**src/rtl/fir_sym_tdm.sv**
```systemverilog
`timescale 1ns/1ps
// Symmetric folded FIR; CH channels share one pre-add/multiply/accumulate path.
// Build option FIR_SAT_EN clamps the output to OUT_W bits; without it the result wraps.
module fir_sym_tdm #(
    parameter int D_W   = 12,
    parameter int C_W   = 18,
    parameter int TAPS  = 49,
    parameter int CH    = 2,
    parameter int OUT_W = 24,
    parameter int SHIFT = 17,
    localparam int H     = (TAPS + 1) / 2,
    localparam int CW    = (CH > 1) ? $clog2(CH) : 1,
    localparam int AW    = (H > 1) ? $clog2(H) : 1,
    localparam int ACC_W = D_W + 1 + C_W + $clog2(H)
) (
    input  logic                    clock,
    input  logic                    reset,
    input  logic signed [D_W-1:0]   in_data,
    input  logic [CW-1:0]           in_ch,
    input  logic                    in_valid,
    output logic                    in_ready,
    output logic signed [OUT_W-1:0] out_data,
    output logic [CW-1:0]           out_ch,
    output logic                    out_valid,
    input  logic                    out_ready,
    input  logic                    coeff_wr,
    input  logic [AW-1:0]           coeff_addr,
    input  logic signed [C_W-1:0]   coeff_data,
    output logic                    busy
);
    localparam int PW = D_W + 1 + C_W;
    localparam int RW = ACC_W + 1;
    localparam int KW = $clog2(H + 1);
    localparam logic signed [RW-1:0] RND_K =
        (SHIFT > 0) ? RW'(1) << ((SHIFT > 0) ? SHIFT - 1 : 0) : '0;

    typedef enum logic [1:0] {IDLE, MAC, ROUND, OUT} state_t;

    state_t                  state_q, state_d;
    logic [KW-1:0]           k_q, k_d;
    logic [CW-1:0]           ch_q, ch_d, out_ch_q, out_ch_d;
    logic signed [ACC_W-1:0] acc_q, acc_d;
    logic signed [PW-1:0]    prod_q, prod_d;
    logic                    prod_vld_q, prod_vld_d;
    logic                    out_valid_q, out_valid_d;
    logic signed [OUT_W-1:0] out_data_q, out_data_d;
    logic signed [D_W-1:0]   dl_q [CH][TAPS];
    logic signed [D_W-1:0]   dl_d [CH][TAPS];
    logic signed [C_W-1:0]   coef_q [H];
    logic signed [C_W-1:0]   coef_d [H];
    logic signed [D_W-1:0]   x_sel [TAPS];
    logic signed [D_W:0]     pre;
    logic signed [C_W-1:0]   coef_sel;
    logic                    accept, coef_we;

    // Half-up rounding: add half an output LSB, then arithmetic shift.
    function automatic logic signed [RW-1:0] round_shift(input logic signed [ACC_W-1:0] a);
        logic signed [RW-1:0] t;
        t = RW'(a);
        if (SHIFT > 0) t = t + RND_K;
        return t >>> SHIFT;
    endfunction

`ifdef FIR_SAT_EN
    localparam logic signed [RW-1:0] OMAX = {{(RW-OUT_W+1){1'b0}}, {(OUT_W-1){1'b1}}};
    localparam logic signed [RW-1:0] OMIN = ~OMAX;
    function automatic logic signed [OUT_W-1:0] reduce_out(input logic signed [RW-1:0] r);
        if (r > OMAX) return OMAX[OUT_W-1:0];
        if (r < OMIN) return OMIN[OUT_W-1:0];
        return OUT_W'(r);
    endfunction
`else
    function automatic logic signed [OUT_W-1:0] reduce_out(input logic signed [RW-1:0] r);
        return OUT_W'(r);
    endfunction
`endif

    always_comb begin
        x_sel = dl_q[0];
        for (int c = 1; c < CH; c++) if (ch_q == CW'(c)) x_sel = dl_q[c];
        pre      = '0;
        coef_sel = '0;
        // Fold mirrored taps; the centre tap is used once, not doubled.
        for (int j = 0; j < H; j++) begin
            if (k_q == KW'(j)) begin
                coef_sel = coef_q[j];
                if (j < H - 1) pre = (D_W+1)'(x_sel[j]) + (D_W+1)'(x_sel[TAPS-1-j]);
                else           pre = (D_W+1)'(x_sel[j]);
            end
        end

        accept  = in_valid && (state_q == IDLE) && (int'(in_ch) < CH);
        coef_we = coeff_wr && (state_q == IDLE) && !accept && (int'(coeff_addr) < H);

        state_d     = state_q;
        k_d         = k_q;
        ch_d        = ch_q;
        acc_d       = acc_q;
        prod_d      = prod_q;
        prod_vld_d  = prod_vld_q;
        out_valid_d = out_valid_q;
        out_data_d  = out_data_q;
        out_ch_d    = out_ch_q;
        dl_d        = dl_q;
        coef_d      = coef_q;

        case (state_q)
            IDLE: begin
                if (accept) begin
                    for (int c = 0; c < CH; c++) begin
                        if (in_ch == CW'(c)) begin
                            dl_d[c][0] = in_data;
                            for (int t = 1; t < TAPS; t++) dl_d[c][t] = dl_q[c][t-1];
                        end
                    end
                    ch_d       = in_ch;
                    acc_d      = '0;
                    k_d        = '0;
                    prod_vld_d = 1'b0;
                    state_d    = MAC;
                end else if (coef_we) begin
                    for (int j = 0; j < H; j++) if (coeff_addr == AW'(j)) coef_d[j] = coeff_data;
                end
            end
            // Product is registered; accumulation trails it by one cycle.
            MAC: begin
                if (prod_vld_q) acc_d = acc_q + ACC_W'(prod_q);
                if (k_q == KW'(H)) begin
                    prod_vld_d = 1'b0;
                    state_d    = ROUND;
                end else begin
                    prod_d     = pre * coef_sel;
                    prod_vld_d = 1'b1;
                    k_d        = k_q + 1'b1;
                end
            end
            ROUND: begin
                out_data_d  = reduce_out(round_shift(acc_q));
                out_ch_d    = ch_q;
                out_valid_d = 1'b1;
                state_d     = OUT;
            end
            OUT: begin
                if (out_ready) begin
                    out_valid_d = 1'b0;
                    state_d     = IDLE;
                end
            end
            default: state_d = IDLE;
        endcase
    end

    always_ff @(posedge clock or posedge reset) begin
        if (reset) begin
            state_q     <= IDLE;
            k_q         <= '0;
            ch_q        <= '0;
            acc_q       <= '0;
            prod_q      <= '0;
            prod_vld_q  <= 1'b0;
            out_valid_q <= 1'b0;
            out_data_q  <= '0;
            out_ch_q    <= '0;
            for (int c = 0; c < CH; c++)
                for (int t = 0; t < TAPS; t++) dl_q[c][t] <= '0;
            for (int j = 0; j < H; j++) coef_q[j] <= '0;
        end else begin
            state_q     <= state_d;
            k_q         <= k_d;
            ch_q        <= ch_d;
            acc_q       <= acc_d;
            prod_q      <= prod_d;
            prod_vld_q  <= prod_vld_d;
            out_valid_q <= out_valid_d;
            out_data_q  <= out_data_d;
            out_ch_q    <= out_ch_d;
            dl_q        <= dl_d;
            coef_q      <= coef_d;
        end
    end

    assign in_ready  = (state_q == IDLE);
    assign busy      = (state_q != IDLE);
    assign out_valid = out_valid_q;
    assign out_data  = out_data_q;
    assign out_ch    = out_ch_q;
endmodule

```
**config.mk**
```make
export PLATFORM = sky130hd
export DESIGN_NAME = fir_sym_tdm
export DESIGN_NICKNAME = d
export VERILOG_FILES = /design/src/rtl/fir_sym_tdm.sv
export SDC_FILE = /design/constraint.sdc
export NUM_CORES = 2
export LEC_CHECK = 0
export CORE_ASPECT_RATIO = 0.5
export CORE_UTILIZATION = 59
export DETAILED_ROUTE_END_ITERATION = 6
export PLACE_DENSITY_LB_ADDON = 0.1
export SETUP_SLACK_MARGIN = 0.1
export SYNTH_ARGS = -nofsm -noshare
export SYNTH_HDL_FRONTEND = slang
export SYNTH_SLANG_ARGS = --single-unit
```
**constraint.sdc**
```tcl
create_clock -name clock -period 94.7 [get_ports clock]
set_input_delay 14.205 -clock clock [delete_from_list [all_inputs] [get_ports clock]]
set_output_delay 14.205 -clock clock [all_outputs]
set_load 0.005 [all_outputs]
```
# Word-level counts from Yosys, hierarchy flattened
# Index checks and enable logic that the tools add are counted.
totals:
  output_inout_bits: 28
  word_cells: 332
  reg_bits: 1724
op_classes:
  n_mul: 1
  n_bitwise: 3
  n_addsub: 27
  muxes: 66
  n_lt_le_gt_ge: 1
  n_eq_ne: 57
  reduce_logical: 45
ops:
  columns: ["operator", "n"]
  rows:
  - ["$mux 588", 1]
  - ["$mux 18", 25]
  - ["$mux 13", 25]
  - ["$add 12x12->13", 24]
  - ["$reduce_and 4->1", 25]
  - ["$eq 5x5->1 const B", 19]
  - ["$eq 5x4->1 const B", 16]
  - ["$mux 36", 2]
  - ["$pmux 36 s2", 1]
  - ["$eq 5x3->1 const B", 8]
  - ["$add 36x18->37 const B", 1]
  - ["$add 36x31->36", 1]
  - ["$mul 13x18->31", 1]
  - ["$eq 5x2->1 const B", 4]
  - ["$reduce_and 3->1", 5]
  - ["$eq 5x1->1 const B", 2]
  - ["$logic_not 5->1", 2]
  - ["$mux 5", 2]
  - ["$pmux 5 s2", 1]
  - ["$ne 2x2->1 const B", 4]
  - ["$pmux 2 s4", 1]
  - ["$reduce_and 2->1", 4]
  - ["$mux 2", 3]
  - ["$reduce_bool 2->1", 3]
  - ["other kinds (11)", 20]

# Depth between registers and ports, before layout
logic_depth:
  word_depth: 28
  depth_mapped: 44

# Least setup slack after synthesis
# No wires, ideal clock.
synth_path:
  path_kind: "input -> register"
  startpoint: "input port in_valid"
  endpoint: "register coef_q[162] (netlist name)"
  setup_time_ns: 0.125
  stages: 7
  arrival_ns: 16.285
  n_path_buf: 2
  setup_slack_ns: 78.290
  path_cell_list: "nor2_1 -> nand3b_1 -> or2_2 -> clkbuf_1 -> nor2_1 -> clkbuf_1 -> mux2_2"
synth_via:
  elab_chain_cells: 5
synth_lines:
  columns: ["item", "line_no", "source"]
  rows:
  - ["start, declared", "20", "input logic in_valid,"]
  - ["$logic_and 1x1->1 *", "92", "accept = in_valid && (state_q == IDLE) && (int'(in_ch) < CH);"]
  - ["$logic_not 1->1", "93", "coef_we = coeff_wr && (state_q == IDLE) && !accept && (int'(coeff_addr) < H);"]
  - ["$logic_and 1x1->1 (2 in series)", "93", null]
  - ["$reduce_and 4->1 (no source line) *", null, null]
  - ["end signal, assigned", "178", "coef_q <= coef_d;"]
  - ["end, declared", "49", "logic signed [C_W-1:0] coef_q [H];"]
# Mark *: on every way between the ends. The rest lies on a longest branch, timed or not.
# A chain may end at the register's enable or synchronous reset.

==> impl_metrics.yaml <==
run_status:
  status: "finished with violations"
  violations: "design-rule violations"
synth:
  cell_area_after_synthesis_mm2: 0.0988
  synth.area.top_cells: "sky130_fd_sc_hd__dfrtp_1 (44%), sky130_fd_sc_hd__mux2_2 (25%), sky130_fd_sc_hd__ha_1 (5.2%)"
  syn_inst: 8319
  ys_dominant_reg_cell: "sky130_fd_sc_hd__dfrtp_1"
  synthDominantCellAreaShare_pct: 43.6
  ys_seq_elements: 1724
  synth_top_area_cell: "sky130_fd_sc_hd__dfrtp_1"
  synthDistinctLibCells: 98
  syn_nets: 9012
  async_reset_ff_share_pct: 100
  ys_seq_area_share_pct: 43.6
  synth_enable_flop_cells: 0
  synthesis.yosys.warnings: 0
  synth_area_per_cell_um2: 11.9
pwr:
  seqPwrFrac_pct: 24.4
  max-vdd-ir-drop_v: 0.0000558
  power.internal_w: 0.00205
  p_leak_nw: 53.8
  power-per-cell-area_mw_per_mm2: 34.3
  power.share.combinational_pct: 57.7
  p_sw_share_pct: 44.2
  sw_power_w: 0.00162
  clkPwrFrac_pct: 17.9
clock_tree:
  cts_tree: "done"
  cts.hold.buffers_added: 0
  clock_latency_ps: 840
  ctsRootBufferMaster: "sky130_fd_sc_hd__clkbuf_16"
  cts_buffer_depth: 4
  cts_resized: 0
  clk_pin_slew_ps: 60
  clock-sinks: 1724
  postCtsSetupBuffers: 0
  cts_buffers: 166
  cts_htree_levels: 4
drt:
  drt_wl_total_um: 267000
  routedWlPerCell_um: 25.2
  detail_route.vias_per_cell: 6.30
  dr.pass1.iters: 7
  drtIter0Drc: 5489
  vias: 66564
  residual_drc: 9
  detail_route_antenna_nets: 0
final_layout:
  multi_input_logic_area_mm2: 0.0530
  area_growth_syn_to_layout_pct: 8.23
  fin_util_pct: 64.8
  num-nets-final: 8952
  drive_gt1_share_pct: 32.0
  layout.filler_cells: 12852
  seqCellArea_mm2: 0.0431
floorplan:
  fp.coreArea_mm2: 0.165
  die_w_um: 581
  die_area_mm2: 0.169
  placementRows: 105
  io_pins: 69
  dieHeight_um: 291
  initial_utilization_pct: 59.9
sta:
  setup-violations-final: 0
  achievable-frequency_ghz: 0.0501
  unrepaired_setup_endpoints_after_global_routing: "false"
  tightestPinTransition_ps: 1390
  finalCritPeriodShare_pct: 21.1
  timing.final.ws_setup_ps: 74720
  worst_clock_skew_ps: 61.0
  report.final.hold_viol_count: 0
  min_period_ps: 19980
  setup_tns_ps: 0
  slew_violations: 0
  timing.max_slew.rel_slack_pct: 4.63
setup_path:
  critPathLaunchType: "input port"
  cell_type_of_the_slowest_stage_on_the_worst_timing_path: "sky130_fd_sc_hd__buf_4"
  path_cells: "clkdlybuf4s50_1 -> inv_8 -> buf_12 -> buf_4 -> buf_4 -> buf_4 -> buf_4 -> buf_4 -> buf_4"
  timing.critical_path.max_delay_family: "buffers and inverters"
  criticalPathCategory: "input port to asynchronous set/reset pin"
  arrival_ps: 20900
  end_kind: "asynchronous set/reset pin"
  crit_path_max_incr_delay_ps: 880
  critPathRequiredTime_ps: 95620
  critical_path.most_common_cell: "sky130_fd_sc_hd__buf_4"
  critPathMaxFanout: 150
  critPathBufInv: 9
placement:
  portBuffers: 68
  hpwlAfterDp_um: 186000
  pre_cts_slack_ps: 73570
  gp_routability_congestion: 0.914
min_path:
  min_path_type: "register to register"
job:
  max-cap-violations: 0
global_route:
  grt_antenna_before_repair: 17
  grt_start_max_net_pins: 179
  globalRouteOverflowTotal: 0
  via_count_of_the_first_global_routing_pass: 67549
  first_pass_grt_wire_length_um: 413000
  globalRouteTotalUtil_pct: 31.6
==> power groups by stage <==
stage                     sequential (W)  clock, W  combinational [W]
after global routing            0.000907  0.000699            0.00237
after global placement          0.000904         0            0.00207
after detailed placement        0.000908         0            0.00211
after CTS                       0.000895  0.000669            0.00213
after floorplan                 0.000885         0            0.00153
final                           0.000895  0.000658            0.00212
==> logic make-up (layout without fill, tap and decap cells) <==
group / after synthesis / count (layout) / share of synthesized area [%]
compound gates: 1442 / 1442 / 9.51
simple gates: 1279 / 1279 / 6.06
other cells: 0 / 10 / 0
fa+ha+maj: 652 / 652 / 10.1
mux: 2229 / 2229 / 25.4
xor+xnor: 277 / 277 / 2.45
buf+inv: 716 / 766 / 2.87
flops: 1724 / 1724 / 43.6
==> worst min-delay path: stages, from the launching register on <==
cell and delay [ps]:
sky130_fd_sc_hd__dfrtp_1 350, sky130_fd_sc_hd__nand2_1 50, sky130_fd_sc_hd__nand2_1 50
==> layout by cell type, fill, tap and decap left out, drive strengths merged, types with 40 or more instances in the layout <==
cell type	netlist	final
nand2	450	450
a211oi	84	84
nor2	340	340
ha	409	409
a31oi	47	47
clkbuf	336	239
o22ai	48	48
nand2b	48	48
and2	40	40
inv	268	271
fa	243	243
a21o	98	98
nor2b	72	72
o211ai	46	46
a21oi	371	371
nor3	101	101
a221oi	52	52
o21a	51	51
nand3	75	75
mux2	2208	2208
xor2	124	124
o21ai	353	353
dfrtp	1724	1724
buf	112	152
clkdlybuf4s50	0	68
xnor2	153	153
==> per-stage QoR <==
stage	total power [W]	area (µm²)	hold WS, ps	instances
after CTS	0.00369	107000	487	10562
after global placement	0.00298	102000	463	10284
final	0.00367	107000	488	10572
after detailed placement	0.00302	102000	472	10284
after global routing	0.00397	107000	508	10571
after floorplan	0.00242	98800	445	8319
==> cell type report <==
| class | count | area share (%) |
|---|---|---|
| repair buffers | 220 | 1.80 |
| multi-input cells | 5879 | 49.5 |
| clock inverters | 39 | 0.380 |
| flip-flops and latches | 1724 | 40.3 |
| diodes | 10 | 0.0234 |
| clock buffers | 239 | 4.43 |
| inverters | 268 | 0.947 |
| well taps | 2193 | 2.56 |
==> synthesized netlist by cell type, types with 13 or more instances <==
library cell and number:
sky130_fd_sc_hd__xor2_1 124, sky130_fd_sc_hd__a31oi_1 44, sky130_fd_sc_hd__and3_1 34, sky130_fd_sc_hd__ha_1 409, sky130_fd_sc_hd__buf_1 38, sky130_fd_sc_hd__nor3_1 98, sky130_fd_sc_hd__mux2i_1 21, sky130_fd_sc_hd__a221oi_1 52
sky130_fd_sc_hd__buf_4 13, sky130_fd_sc_hd__o211ai_1 46, sky130_fd_sc_hd__nor2b_1 72, sky130_fd_sc_hd__nand2b_1 48, sky130_fd_sc_hd__o22ai_1 48, sky130_fd_sc_hd__inv_1 268, sky130_fd_sc_hd__o31ai_1 18, sky130_fd_sc_hd__and2_1 40
sky130_fd_sc_hd__a32oi_1 16, sky130_fd_sc_hd__a21o_1 98, sky130_fd_sc_hd__buf_2 57, sky130_fd_sc_hd__xnor2_1 153, sky130_fd_sc_hd__o21bai_1 28, sky130_fd_sc_hd__a221o_1 20, sky130_fd_sc_hd__nand3_1 75, sky130_fd_sc_hd__or3_1 26
sky130_fd_sc_hd__nor2_1 338, sky130_fd_sc_hd__a22oi_1 19, sky130_fd_sc_hd__a211oi_1 82, sky130_fd_sc_hd__o21ai_0 343, sky130_fd_sc_hd__fa_1 243, sky130_fd_sc_hd__a41oi_1 16, sky130_fd_sc_hd__o2111ai_1 20, sky130_fd_sc_hd__o21a_1 51
sky130_fd_sc_hd__or2_2 13, sky130_fd_sc_hd__clkbuf_1 336, sky130_fd_sc_hd__nor4_1 15, sky130_fd_sc_hd__o221ai_1 34, sky130_fd_sc_hd__a21oi_1 369, sky130_fd_sc_hd__mux2_2 2208, sky130_fd_sc_hd__dfrtp_1 1724, sky130_fd_sc_hd__nand2_1 450
sky130_fd_sc_hd__a211o_1 18
==> flip-flops by register name, indices dropped and copies added, names as in the netlist <==
register,count
dl_q,1176
coef_q,450
acc_q,36
prod_q,31
out_data,20
k_q,5
state_q,2
ch_q,1
out_ch,1
out_valid,1
prod_vld_q,1
==> final timing paths <==
path	from	end	slack, ps	cells after the start
max	reset	dl_q[52]	74720	9
min	prod_q[6]	prod_q[6]	490	2
max reg2reg	ch_q	prod_q[30]	80670	38
min reg2reg	prod_q[6]	prod_q[6]	490	2
max in group clock	in_valid	dl_q[636]	76840	7
min in group asynchronous	reset	dl_q[276]	13960	2
==> per-layer routing <==
metal	part of all wire (%)	vias to the layer above	global-route usage, %
li1	-	29910	-
met1	46	34240	46.3
met2	44	2011	48.2
met3	6.8	399	5.44
met4	2.9	4	9.50
met5	0.013	-	0
No activity file was read; power rests on OpenSTA's default activity.
